### src/rtl/fp_normalize.sv
// Post-add normalizer for single-precision results: folds the carry, shifts left one bit per cycle
// until the hidden bit is set, then packs an IEEE-754 word, saturating to infinity or flushing to zero.
module fp_normalize (
  input  logic        clk,
  input  logic        rst,
  input  logic        in_valid,
  output logic        in_ready,
  input  logic        in_sign,
  input  logic [7:0]  in_exp,
  input  logic [24:0] in_mant,
  output logic        out_valid,
  input  logic        out_ready,
  output logic [31:0] out_result,
  output logic        out_zero,
  output logic        out_ovf,
  output logic        out_unf
);

  typedef enum logic [1:0] {IDLE, NORM, DONE} state_t;

  state_t      state, state_nxt;
  logic        sign_p0, sign_nxt;
  logic [24:0] mant_p0, mant_nxt;
  logic [8:0]  exp_p0, exp_nxt, exp_inc;
  logic [31:0] res_p1, res_nxt;
  logic        zero_p1, zero_nxt, ovf_p1, ovf_nxt, unf_p1, unf_nxt;
  logic        vld_p1;

  function automatic logic [31:0] sat_inf(input logic s);
    return {s, 8'hFF, 23'h0};
  endfunction

  function automatic logic [31:0] flush_zero(input logic s);
    return {s, 31'h0};
  endfunction

  // control: state and result-valid are the only reset registers
  always_ff @(posedge clk or posedge rst) begin
    if (rst) begin
      state  <= IDLE;
      vld_p1 <= 1'b0;
    end else begin
      state  <= state_nxt;
      vld_p1 <= (state == DONE) && (state_nxt == DONE);
    end
  end

  // p0: working operand, p1: packed result held through DONE
  always_ff @(posedge clk) begin
    sign_p0 <= sign_nxt;
    mant_p0 <= mant_nxt;
    exp_p0  <= exp_nxt;
    res_p1  <= res_nxt;
    zero_p1 <= zero_nxt;
    ovf_p1  <= ovf_nxt;
    unf_p1  <= unf_nxt;
  end

  always_comb begin
    state_nxt = state;
    sign_nxt  = sign_p0;
    mant_nxt  = mant_p0;
    exp_nxt   = exp_p0;
    res_nxt   = res_p1;
    zero_nxt  = zero_p1;
    ovf_nxt   = ovf_p1;
    unf_nxt   = unf_p1;
    exp_inc   = exp_p0 + 9'd1;
    case (state)
      IDLE: begin
        if (in_valid) begin
          sign_nxt  = in_sign;
          mant_nxt  = in_mant;
          exp_nxt   = {1'b0, in_exp};
          state_nxt = NORM;
        end
      end
      NORM: begin
        state_nxt = DONE;
        zero_nxt  = 1'b0;
        ovf_nxt   = 1'b0;
        unf_nxt   = 1'b0;
        if (exp_p0 == 9'd255) begin
          res_nxt = sat_inf(sign_p0);
          ovf_nxt = 1'b1;
        end else if (mant_p0 == 25'h0) begin
          res_nxt  = flush_zero(sign_p0);
          zero_nxt = 1'b1;
        end else if (mant_p0[24]) begin
          if (exp_inc == 9'd255) begin
            res_nxt = sat_inf(sign_p0);
            ovf_nxt = 1'b1;
          end else begin
            res_nxt = {sign_p0, exp_inc[7:0], mant_p0[23:1]};
          end
        end else if (mant_p0[23]) begin
          res_nxt = {sign_p0, exp_p0[7:0], mant_p0[22:0]};
        end else if (exp_p0 <= 9'd1) begin
          // no denormals: anything that cannot reach the hidden bit flushes
          res_nxt = flush_zero(sign_p0);
          unf_nxt = 1'b1;
        end else begin
          mant_nxt  = mant_p0 << 1;
          exp_nxt   = exp_p0 - 9'd1;
          state_nxt = NORM;
        end
      end
      DONE: begin
        if (vld_p1 && out_ready) state_nxt = IDLE;
      end
      default: state_nxt = IDLE;
    endcase
  end

  // outputs read as zero whenever no result is presented, including straight out of reset
  assign in_ready   = (state == IDLE);
  assign out_valid  = vld_p1;
  assign out_result = vld_p1 ? res_p1 : 32'h0;
  assign out_zero   = vld_p1 & zero_p1;
  assign out_ovf    = vld_p1 & ovf_p1;
  assign out_unf    = vld_p1 & unf_p1;

endmodule
### config.mk
export PLATFORM = sky130hd
export DESIGN_NAME = fp_normalize
export DESIGN_NICKNAME = d
export VERILOG_FILES = /design/src/rtl/fp_normalize.sv
export SDC_FILE = /design/constraint.sdc
export NUM_CORES = 1
export LEC_CHECK = 0
export BUFFER_PORTS_ARGS = -buffer_cell sky130_fd_sc_hd__buf_2
export CAP_MARGIN = 10
export CORE_MARGIN = 2
export CORE_UTILIZATION = 35
export DETAILED_ROUTE_END_ITERATION = 12
export RECOVER_POWER = 25
export SLEW_MARGIN = 20
export SYNTH_ARGS = -nofsm -noshare
export SYNTH_HDL_FRONTEND = slang
export SYNTH_SLANG_ARGS = --single-unit
### constraint.sdc
create_clock -name clk -period 4.3 [get_ports clk]
set_clock_uncertainty 0.2 [all_clocks]
set_input_delay 0.86 -clock clk [delete_from_list [all_inputs] [get_ports clk]]
set_output_delay 0.86 -clock clk [all_outputs]
set_load 0.005 [all_outputs]
Yosys cells after proc, flatten, opt, wreduce, memory -nomap -nowiden:

Index checks and enable logic that the tools add are counted.

* register bits: 73
* bits of input ports: 38

* add/subtract/negate cells: 2
* order comparisons: 1
* equality and inequality tests: 11
* multiplexer cells: 34
* bitwise operators: 3
* reductions and logical operators: 13

Operators with widths (count)
* 32-bit two-way mux: 6
* 25-bit two-way mux: 4
* 9-bit two-way mux: 6
* 25-bit case mux with 2 select lines: 1
* 24-bit two-way mux: 2
* 31-bit two-way mux: 1
* 25-bit zero test: 1
* 9-bit by 8-bit == test with 1-bit output, second input constant: 2
* 9-bit case mux with 2 select lines: 1
* 2-bit two-way mux: 7
* 2-bit inequality test, second input constant: 6
* 9-bit by 1-bit adder with 9-bit output, second input constant: 1
* 9-bit by 1-bit <= comparator with 1-bit output, second input constant: 1
* 9-bit by 1-bit subtractor with 9-bit output, second input constant: 1
* 7-bit AND reduction: 1
* 2-bit case mux with 3 select lines: 1
* 1-bit two-way mux: 5
* 5-bit AND reduction: 1
* 5-bit nonzero test: 1
* 2-bit == test, second input constant: 2
* 2-bit AND reduction: 2
* 4-bit AND reduction: 1
* 4-bit OR reduction: 1
* 1-bit bitwise AND: 3
* 5 further kinds: 6

Logic depth before layout (Yosys ltp):

Gate-level depths: netlist (run 1).

* depth in word-level cells: 9
* gate-level depth with buffers: 10

Least setup slack after synthesis (run 1):

No wires, ideal clock.

* path kind: register to register
* start point: register exp_p0[2]
* end point: register res_p1[0], enable pin
* setup time: 0.387 ns
* data arrival time: 2.175 ns
* setup slack: 1.539 ns
* stages on the path, launching flop included: 6
* buffers on the path: 1
* period minus slack after synthesis: 2.761 ns
* cells stage by stage: edfxtp_1 buf_6 or4_4 o41ai_4 o21ai_1 inv_1

* longest elaborated chain between the ends: 3
* elaborated cells on any way between the ends: 4
* those cells by class: order compare (1); eq/ne (1); reduce/logical (2)

RTL lines
* from (decl): RTL line 24 `logic [8:0] exp_p0, exp_nxt, exp_inc;`
* from (signal assigned): RTL line 52 `exp_p0 <= exp_nxt;`
* 9-bit by 1-bit <= comparator with 1-bit output or 9-bit by 8-bit == test with 1-bit output (tied branches): RTL line 98, 83
* 5-bit nonzero test (no line) (*)
* 2-bit AND reduction (no line) (*)
* to (signal assigned): RTL line 53 `res_p1 <= res_nxt;`
* to (decl): RTL line 25 `logic [31:0] res_p1, res_nxt;`

Every way passes the cells marked *; elsewhere a longest branch is shown, timed or not.
A chain may end at the register's enable or synchronous reset.

Worst setup path in the final report (run 1):

* start point: register exp_p0[3]
* end point: register exp_p0[3], enable pin

* longest elaborated chain between the ends: 3
* elaborated cells on any way between the ends: 5
* those cells by class: order compare (1); eq/ne (3); reduce/logical (1)

RTL lines (RTL line)
* 9-bit by 1-bit <= comparator with 1-bit output or 9-bit by 8-bit == test with 1-bit output (tied branches): 98, 83
* 2-bit inequality test (no line)
* 7-bit AND reduction (no line) (*)

Marks and branches as above.

==> impl_metrics.env, run 1 <==
export IMPL_outcome="finished, final reports clean"
export IMPL_post_route_worst_setup_slack_ns=0.871
export IMPL_placement_io_buffers=74
export IMPL_synth_top_cells_by_count="edfxtp_1, a22o_1, and2_1, nand2_1, nor2_1"
export IMPL_tritoncts="done"
export IMPL_cts_hold_buffers_added=0
export IMPL_die_width_um=107
export IMPL_power_leakage_nw=1.74
export IMPL_synth_async_sr_flop_share_pct=4.11
export IMPL_wire_length_of_the_first_global_routing_pass_um=12200
export IMPL_final_layout_size_suffix_gt1_share_pct=25.0
export IMPL_critical_path_n_buffers_inverters=1
export IMPL_area_of_all_sequential_standard_cells_um2=2180
export IMPL_detailed_place_hpwl_um=5700
export IMPL_wirelength_um=7940
export IMPL_cts_resized=0
export IMPL_met3_grt_util_pct=3.09
export IMPL_worst_setup_path_startpoint="exp_p0[3]"
export IMPL_synth_top_cell_area_share_pct=56.3
export IMPL_pwr_share_comb_pct=31.9
export IMPL_vdd_drop_max_v=0.000197
export IMPL_yosys_top_cells_area="edfxtp_1, a22o_1, and2_1, dfrtp_1, ha_1"
export IMPL_switchingPower_uw=972
export IMPL_clock_sink_count=73
export IMPL_drt_pre_antenna_iters=4
export IMPL_arrival_ns=3.32
export IMPL_cts_made_buffers=9
export IMPL_min_path_type="in2async"
export IMPL_place_gp_congestion=0.788
export IMPL_synth_seq_cells=73
export IMPL_powerDensity_nw_per_um2=637
export IMPL_post_drt_wl_per_cell_um=15.4
export IMPL_pin_count=75
export IMPL_share_seq_of_total_power_pct=49.1
export IMPL_cp_slowest_stage_delay_ns=0.66
export IMPL_critical_path_top_delay_family="compound AO/OA/AOI/OAI gates"
export IMPL_ys_seq_area_share_pct=58.3
export IMPL_syn2layout_area_growth_pct=16.6
export IMPL_final_sum_of_negative_setup_slack_ns=0
export IMPL_tightestPinTransition_ns=0.909
export IMPL_grt_pass1_vias=2389
export IMPL_gr_usage_met1_pct=19.3
export IMPL_post_synth_top_count_cell="edfxtp_1"
export IMPL_n_antenna_cell=0
export IMPL_layout_nets=418
export IMPL_synthesis_instances=307
export IMPL_finalPower_mw=2.77
export IMPL_yosysUniqueCellTypes=39
export IMPL_slew_headroom_pct=39.3
export IMPL_post_place_cells=500
export IMPL_htree_num_levels=3
export IMPL_crit_chain="or4_1, o41ai_1, nor2_2, a21o_1, buf_4"
export IMPL_final_core_util_pct=42.2
export IMPL_slowest_stage="or4_1"
export IMPL_switching_share_pct=35.1
export IMPL_max_cap_violations=0
export IMPL_max_freq_mhz=292
export IMPL_reg2reg_from="exp_p0[3]"
export IMPL_post_cts_setup_buffer_count=0
export IMPL_endpoint_kind="flip-flop"
export IMPL_mapped_area_um2=3730
export IMPL_clock_power_share_pct=19.0
export IMPL_route_detailed_drc=0
export IMPL_maxSlewViolCount=0
export IMPL_cts_root_buffer="clkbuf_8"
export IMPL_cts_root_to_sink_buffers=2
export IMPL_coreArea_um2=10300
export IMPL_insertion_delay_ns=0.35
export IMPL_p_int_mw=1.80
export IMPL_worst_setup_path_start_kind="flip-flop"
export IMPL_route_antenna_remaining_nets=0
export IMPL_placement_setup_worst_slack_ns=0.868
export IMPL_timing_critical_path_required_ns=4.19
export IMPL_via_per_inst=5.05
export IMPL_synth_largest_area_cell="edfxtp_1"
export IMPL_die_area_um2=11500
export IMPL_via_count=2608
export IMPL_globalRouteOverflowTotal=0
export IMPL_maximum_number_of_pins_on_one_net_before_global_route_repair=39
export IMPL_avgSynthCellArea_um2=12.2
export IMPL_grt_util_all_layers_pct=14.1
export IMPL_globalRoute_busiestLayer="met2"
export IMPL_post_route_cell_area_um2=4350
export IMPL_final_min_clock_period_ns=3.43
export IMPL_syn_nets=350
export IMPL_global_route_usage_met2_pct=20.9
export IMPL_number_of_enable_flip_flop_cells_after_synthesis=70
export IMPL_timing_setup_critical_path_class="reg2reg"
export IMPL_drtIter0Drc=156
export IMPL_whs_ns=0.171
export IMPL_critical_path_max_fanout=24
export IMPL_num_fill_cells=976
export IMPL_num_rows=37
export IMPL_path_clk_slew_ns=0.08
export IMPL_period_share_pct=79.8
export IMPL_placedInstanceArea_um2=4190
export IMPL_initial_cell_density_of_the_core_pct=36.2
export IMPL_fin_hold_viols=0
export IMPL_synth_ff_type="edfxtp_1"
export IMPL_multi_input_comb_area_um2=1370
export IMPL_ys_warnings_count=0
export IMPL_setup_violations_final=0
export IMPL_die_height_um=107
export IMPL_fin_cells=516
export IMPL_antenna_found_initial=0
export IMPL_unrepaired_setup_endpoints_after_global_routing="false"
-- registers in the layout, summed over array words and instances (netlist names) --
name and cells:
res_p1 32, mant_p0 25, exp_p0 9, state 2, out_valid 1, ovf_p1 1
sign_p0 1, unf_p1 1, zero_p1 1
-- routing by layer --
metal,wire length [um],up-vias,share of wire (%)
met5,0,-,0
met4,165,0,2.1
met3,457,12,5.8
met2,3450,85,43
met1,3860,1214,49
li1,-,1297,-
-- path summary, 6_finish.rpt --
kind	endpoint	slack, ns	cells after the start
worst max-delay path	exp_p0[3]	0.87	5
worst min-delay path	state[0]	0.17	2
worst max register to register	exp_p0[3]	0.87	5
worst min register to register	res_p1[31]	0.23	0
max in group asynchronous	state[1]	3.59	2
min in group clk	res_p1[31]	0.23	0
-- logic make-up (layout without fill, tap and decap cells) --
| family | after synthesis | after routing | synth area share (%) |
|---|---|---|---|
| AOI/OAI and AO/OA | 85 | 85 | 18.2 |
| buffers and inverters | 31 | 104 | 4.16 |
| adders and majority gates | 5 | 5 | 1.68 |
| xor gates and xnor gates | 12 | 12 | 2.81 |
| and+or+nand+nor | 101 | 101 | 14.8 |
| DFF | 73 | 73 | 58.3 |
-- power by group through the flow --
stage          Clock [mW]  Combinational (mW)  Sequential, mW
6_report            0.526               0.883            1.36
5_1_grt             0.564               0.991            1.41
4_1_cts             0.540               0.909            1.37
3_5_place_dp            0               0.906            1.39
3_3_place_gp            0               0.903            1.38
2_1_floorplan           0               0.730            1.25
-- layout make-up --
type	count	share of cell area [%]
clock buffers	9	2.85
clock inverters	7	1.61
inverters	9	0.776
multi-input cells	203	31.5
flip-flops and latches	73	50.0
well taps	136	3.91
repair buffers	79	9.34
-- layout by cell type (no fill, tap or decap), types with 5 or more instances in the layout --
| master | Yosys | routed |
|---|---|---|
| o21ai_0 | 9 | 10 |
| nor2_1 | 13 | 13 |
| a22o_1 | 44 | 44 |
| xor2_1 | 6 | 6 |
| edfxtp_1 | 70 | 70 |
| clkbuf_8 | 0 | 9 |
| nand3_1 | 6 | 6 |
| a21oi_1 | 10 | 10 |
| buf_4 | 0 | 5 |
| ha_1 | 5 | 5 |
| nor4_1 | 7 | 7 |
| inv_1 | 8 | 8 |
| nand2_1 | 14 | 14 |
| buf_2 | 7 | 73 |
| and2_1 | 38 | 36 |
| xnor2_1 | 6 | 6 |
| nor3_1 | 7 | 7 |
Note: power is estimated with default switching activity, not from simulation.
==> run 2: changes to the inputs <==
- clock period: 4.3 -> 3.6 ns (I/O delays scaled with it)
==> run 2 against run 1 <==
Design area is 0.75% higher. Core utilization is 0.32 points higher. Die area stayed put. Sequential power is 20% higher. Register-to-register slack got worse by 0.33 ns. Critical path type unchanged. Highest routed layer unchanged. Power rose by 23%.
==> impl_metrics.env, run 2 (synthesized netlist as in run 1, its figures left out) <==
export IMPL_final_layout_size_suffix_gt1_share_pct=25.1
export IMPL_wirelength_um=8100
export IMPL_initial_cell_density_of_the_core_pct=36.2
export IMPL_worst_setup_path_start_kind="flip-flop"
export IMPL_max_cap_violations=0
export IMPL_post_drt_wl_per_cell_um=15.6
export IMPL_wire_length_of_the_first_global_routing_pass_um=12800
export IMPL_via_count=2646
export IMPL_final_min_clock_period_ns=3.06
export IMPL_mostFrequentLayoutCells="buf_2, edfxtp_1, a22o_1, and2_1, nand2_1"
export IMPL_antenna_found_initial=0
export IMPL_maximum_number_of_pins_on_one_net_before_global_route_repair=38
export IMPL_insertion_delay_ns=0.35
export IMPL_gr_usage_met1_pct=19.9
export IMPL_setup_violations_final=0
export IMPL_place_gp_congestion=0.822
export IMPL_post_route_cell_area_um2=4380
export IMPL_met3_grt_util_pct=2.60
export IMPL_timing_setup_critical_path_class="reg2reg"
export IMPL_powerDensity_nw_per_um2=775
export IMPL_fin_hold_viols=0
export IMPL_placedInstanceArea_um2=4210
export IMPL_cts_root_buffer="clkbuf_8"
export IMPL_vdd_drop_max_v=0.000230
export IMPL_die_height_um=107
export IMPL_globalRoute_busiestLayer="met2"
export IMPL_final_sum_of_negative_setup_slack_ns=0
export IMPL_reg2reg_from="exp_p0[3]"
export IMPL_cts_resized=0
export IMPL_outcome="finished, final reports clean"
export IMPL_critical_path_max_fanout=20
export IMPL_coreArea_um2=10300
export IMPL_num_rows=37
export IMPL_reg2reg_to="exp_p0[6]"
export IMPL_syn2layout_area_growth_pct=17.4
export IMPL_clock_sink_count=73
export IMPL_route_antenna_remaining_nets=0
export IMPL_min_path_type="in2async"
export IMPL_die_width_um=107
export IMPL_largest_register_ffs=32
export IMPL_post_cts_setup_buffer_count=0
export IMPL_drtIter0Drc=145
export IMPL_crit_chain="or4_1, o41ai_1, nor2_2, a21o_1, buf_4"
export IMPL_layout_nets=420
export IMPL_tritoncts="done"
export IMPL_via_per_inst=5.11
export IMPL_final_core_util_pct=42.5
export IMPL_placement_io_buffers=74
export IMPL_tightestPinTransition_ns=0.880
export IMPL_period_share_pct=85.1
export IMPL_power_leakage_nw=1.75
export IMPL_timing_critical_path_required_ns=3.48
export IMPL_cp_slowest_stage_delay_ns=0.67
export IMPL_cts_hold_buffers_added=0
export IMPL_grt_util_all_layers_pct=14.6
export IMPL_pin_count=75
export IMPL_slowest_stage="or4_1"
export IMPL_arrival_ns=2.95
export IMPL_cts_root_to_sink_buffers=2
export IMPL_detailed_place_hpwl_um=5750
export IMPL_htree_num_levels=3
export IMPL_max_freq_mhz=327
export IMPL_top_register="res_p1"
export IMPL_path_clk_slew_ns=0.08
export IMPL_n_antenna_cell=0
export IMPL_globalRouteOverflowTotal=0
export IMPL_most_common_library_cell_in_the_layout_ignoring_fill_and_taps="buf_2"
export IMPL_unrepaired_setup_endpoints_after_global_routing="false"
export IMPL_largestRegisters="res_p1 (32), mant_p0 (25), exp_p0 (9)"
export IMPL_route_detailed_drc=0
export IMPL_global_route_usage_met2_pct=22.5
export IMPL_drt_pre_antenna_iters=4
export IMPL_slew_headroom_pct=41.3
export IMPL_regToRegSetupSlack_ns=0.54
export IMPL_maxSlewViolCount=0
export IMPL_grt_pass1_vias=2499
export IMPL_reg2regPathDepth=5
export IMPL_cts_made_buffers=9
export IMPL_endpoint_kind="flip-flop"
export IMPL_die_area_um2=11500
## run 2: changes by cell type in the layout (fill, tap and decap cells not counted), sizes merged
cell | previous run | this run
clkinv | 6 | 3
clkinvlp | 0 | 1
bufinv | 1 | 2
clkbuf | 10 | 13
## run 2: layout make-up
cell class	count	area, um2
Multi-Input combinational cell	203	1370
Clock buffer	10	128
Tap cell	136	170
Sequential cell	73	2180
Clock inverter	6	90.1
Timing Repair Buffer	81	415
Inverter	9	33.8
Fill cell	990	5940
## run 2: critical path, delay by kind of cell, from the launching register on
kind                   cells  cell delay (ns)
AO/OA/AOI/OAI              2             0.98
flip-flops                 1             0.56
AND/OR/NAND/NOR            2             0.74
buffers and inverters      1             0.31
## run 2: worst max-delay path by stage
| stage | slack (ns) | start | to | cells past startpoint |
|---|---|---|---|---|
| after global placement | 0.71 | exp_p0[0] | exp_p0[3] | 7 |
| after CTS | 0.61 | exp_p0[0] | mant_p0[0] | 7 |
| after floorplan | 0.84 | exp_p0[2] | res_p1[0] | 5 |
| after global routing | 0.34 | exp_p0[3] | exp_p0[6] | 5 |
| after detailed placement | 0.63 | exp_p0[0] | exp_p0[3] | 7 |
| final | 0.54 | exp_p0[3] | exp_p0[6] | 5 |
## run 2: power by group
part | internal [mW] | switching [mW]
Sequential | 1.36 | 0.272
Clock | 0.393 | 0.311
Combinational | 0.474 | 0.590
## run 2: through the flow
stage,worst slack (ns),instances,hold WS (ns),total power [mW]
after floorplan,0.839,307,0.200,2.37
after global placement,0.706,502,0.223,2.73
after detailed placement,0.632,502,0.222,2.75
after CTS,0.605,518,0.0137,3.46
after global routing,0.344,518,0.0355,3.62
final,0.538,518,0.0220,3.40
## run 2: routing by layer
layer  vias up  part of all wire [%]
met3         8                   5.1
met5         -                     0
met2        82                    45
li1       1300                     -
met4         0                   1.6
met1      1256                    48
==> run 3: changes to the inputs <==
- clock period: 3.6 -> 3.4 ns (I/O delays scaled with it)
==> run 3 against run 2 <==
Worst setup slack got worse by 0.13 ns. Worst hold slack improved by 0.21 ns. Combinational power rose by 8%. Maximum frequency rose by 2.4%. Flip-flop and latch count did not move. Global-route usage fell by 0.18 points. Clock power fell by 6.1%. First-iteration DRC count rose by 9.0%. Die area did not move. Critical path depth rose by 3. Sequential power rose by 6%.
==> impl_metrics.env, run 3 (synthesized netlist as in run 1, its figures left out) <==
export IMPL_cts_resized=0
export IMPL_slew_headroom_pct=39.3
export IMPL_final_min_clock_period_ns=2.99
export IMPL_max_freq_mhz=334
export IMPL_coreArea_um2=10300
export IMPL_min_path_cells=0
export IMPL_place_gp_congestion=0.833
export IMPL_reg2regPathDepth=8
export IMPL_critical_path_top_delay_family="adder cells"
export IMPL_mostFrequentLayoutCells="buf_2, edfxtp_1, a22o_1, and2_1, nand2_1"
export IMPL_drtIter0Drc=158
export IMPL_antenna_found_initial=0
export IMPL_num_rows=37
export IMPL_arrival_ns=2.82
export IMPL_layout_nets=422
export IMPL_regToRegSetupSlack_ns=0.41
export IMPL_die_width_um=107
export IMPL_timing_hold_worst_endpoint="res_p1[31]"
export IMPL_tightestPinTransition_ns=0.911
export IMPL_reg2reg_to="res_p1[26]"
export IMPL_timing_critical_path_required_ns=3.23
export IMPL_fin_hold_viols=0
export IMPL_power_leakage_nw=1.75
export IMPL_htree_num_levels=3
export IMPL_largestRegisters="res_p1 (32), mant_p0 (25), exp_p0 (9)"
export IMPL_reg2reg_from="exp_p0[0]"
export IMPL_globalRouteOverflowTotal=0
export IMPL_clock_sink_count=73
export IMPL_min_delay_start="sign_p0"
export IMPL_pin_count=75
export IMPL_die_height_um=107
export IMPL_worst_setup_path_start_kind="flip-flop"
export IMPL_tritoncts="done"
export IMPL_cpMostUsedCell="ha_1"
export IMPL_wire_length_of_the_first_global_routing_pass_um=12700
export IMPL_cts_root_to_sink_buffers=2
export IMPL_cts_root_buffer="clkbuf_8"
export IMPL_initial_cell_density_of_the_core_pct=36.2
export IMPL_syn2layout_area_growth_pct=17.5
export IMPL_critical_path_n_buffers_inverters=2
export IMPL_grt_util_all_layers_pct=14.4
export IMPL_drt_pre_antenna_iters=6
export IMPL_post_drt_wl_per_cell_um=15.3
export IMPL_fin_cells=520
export IMPL_endpoint_kind="flip-flop"
export IMPL_die_area_um2=11500
export IMPL_maxSlewViolCount=0
export IMPL_post_place_cells=503
export IMPL_top_register="res_p1"
export IMPL_placement_setup_worst_slack_ns=0.512
export IMPL_period_share_pct=88.0
export IMPL_vdd_drop_max_v=0.000287
export IMPL_cp_slowest_stage_delay_ns=0.57
export IMPL_detailed_place_hpwl_um=5730
export IMPL_wirelength_um=7980
export IMPL_placement_io_buffers=74
export IMPL_crit_chain="ha_1, nand3_1, nor2_1, ha_1, o21bai_1, o21ai_1, inv_1, buf_4"
export IMPL_num_fill_cells=1006
export IMPL_min_path_type="reg2reg"
export IMPL_final_layout_size_suffix_gt1_share_pct=25.0
export IMPL_final_sum_of_negative_setup_slack_ns=0
export IMPL_route_antenna_remaining_nets=0
export IMPL_unrepaired_setup_endpoints_after_global_routing="false"
export IMPL_slowest_stage="edfxtp_1"
export IMPL_powerDensity_nw_per_um2=804
export IMPL_maximum_number_of_pins_on_one_net_before_global_route_repair=38
export IMPL_via_count=2635
export IMPL_post_route_worst_setup_slack_ns=0.408
export IMPL_timing_setup_critical_path_class="reg2reg"
export IMPL_most_common_library_cell_in_the_layout_ignoring_fill_and_taps="buf_2"
export IMPL_critical_path_max_fanout=21
export IMPL_n_antenna_cell=0
export IMPL_largest_register_ffs=32
export IMPL_via_per_inst=5.07
export IMPL_route_detailed_drc=0
export IMPL_max_cap_violations=0
export IMPL_outcome="finished, final reports clean"
export IMPL_setup_violations_final=0
export IMPL_grt_pass1_vias=2476
export IMPL_insertion_delay_ns=0.35
export IMPL_finalPower_mw=3.53
export IMPL_cts_made_buffers=9
export IMPL_path_clk_slew_ns=0.07
## run 3: power breakdown
| group | internal [mW] | switching [mW] | total (mW) | leakage (nW) |
|---|---|---|---|---|
| Combinational | 0.518 | 0.623 | 1.14 | 0.957 |
| Sequential | 1.44 | 0.289 | 1.72 | 0.699 |
| Clock | 0.339 | 0.322 | 0.661 | 0.0974 |
## run 3: metrics by stage
stage | instance area (um2) | hold slack (ns) | utilization [%]
finish | 4390 | 0.236 | 42.5
global route | 4390 | 0.250 | 42.5
CTS | 4430 | 0.239 | 42.9
detailed placement | 4230 | 0.221 | 40.9
global placement | 4230 | 0.222 | 40.9
floorplan | 3730 | 0.200 | -
## run 3: worst max-delay path by stage
stage | depth (start not counted) | endpoint | slack [ns] | from
after floorplan | 5 | res_p1[0] | 0.64 | exp_p0[2]
after global placement | 8 | res_p1[26] | 0.59 | exp_p0[0]
after detailed placement | 7 | exp_p0[0] | 0.51 | exp_p0[0]
after CTS | 7 | exp_p0[0] | 0.51 | exp_p0[0]
after global routing | 8 | res_p1[22] | 0.17 | exp_p0[0]
final | 8 | res_p1[26] | 0.41 | exp_p0[0]
## run 3: routing by layer
metal  track usage (%)  routed length [um]
met1              20.0                3740
met2              21.8                3670
met3              3.75                 489
met4              4.73                  76
met5                 0                   0
## run 3: worst reg2reg max path: cells and delay by family (launching register included)
kind / cells / cell delay (ns)
buf+inv: 2 / 0.40
fa+ha+maj: 2 / 0.72
flops: 1 / 0.57
compound gates: 2 / 0.49
simple gates: 2 / 0.28
## run 3: final cells by class
class	instances	area [um2]	area share, %
clock inverters	7	68.8	1.57
clock buffers	9	124	2.82
well taps	136	170	3.88
multi-input cells	203	1370	31.2
flip-flops and latches	73	2180	49.6
repair buffers	83	442	10.1
inverters	9	33.8	0.770
## run 3: timing repair
action                    4_1_cts  5_1_grt
setup buffers                   0        0
hold buffers                    1        0
hold endpoints to repair        3        0
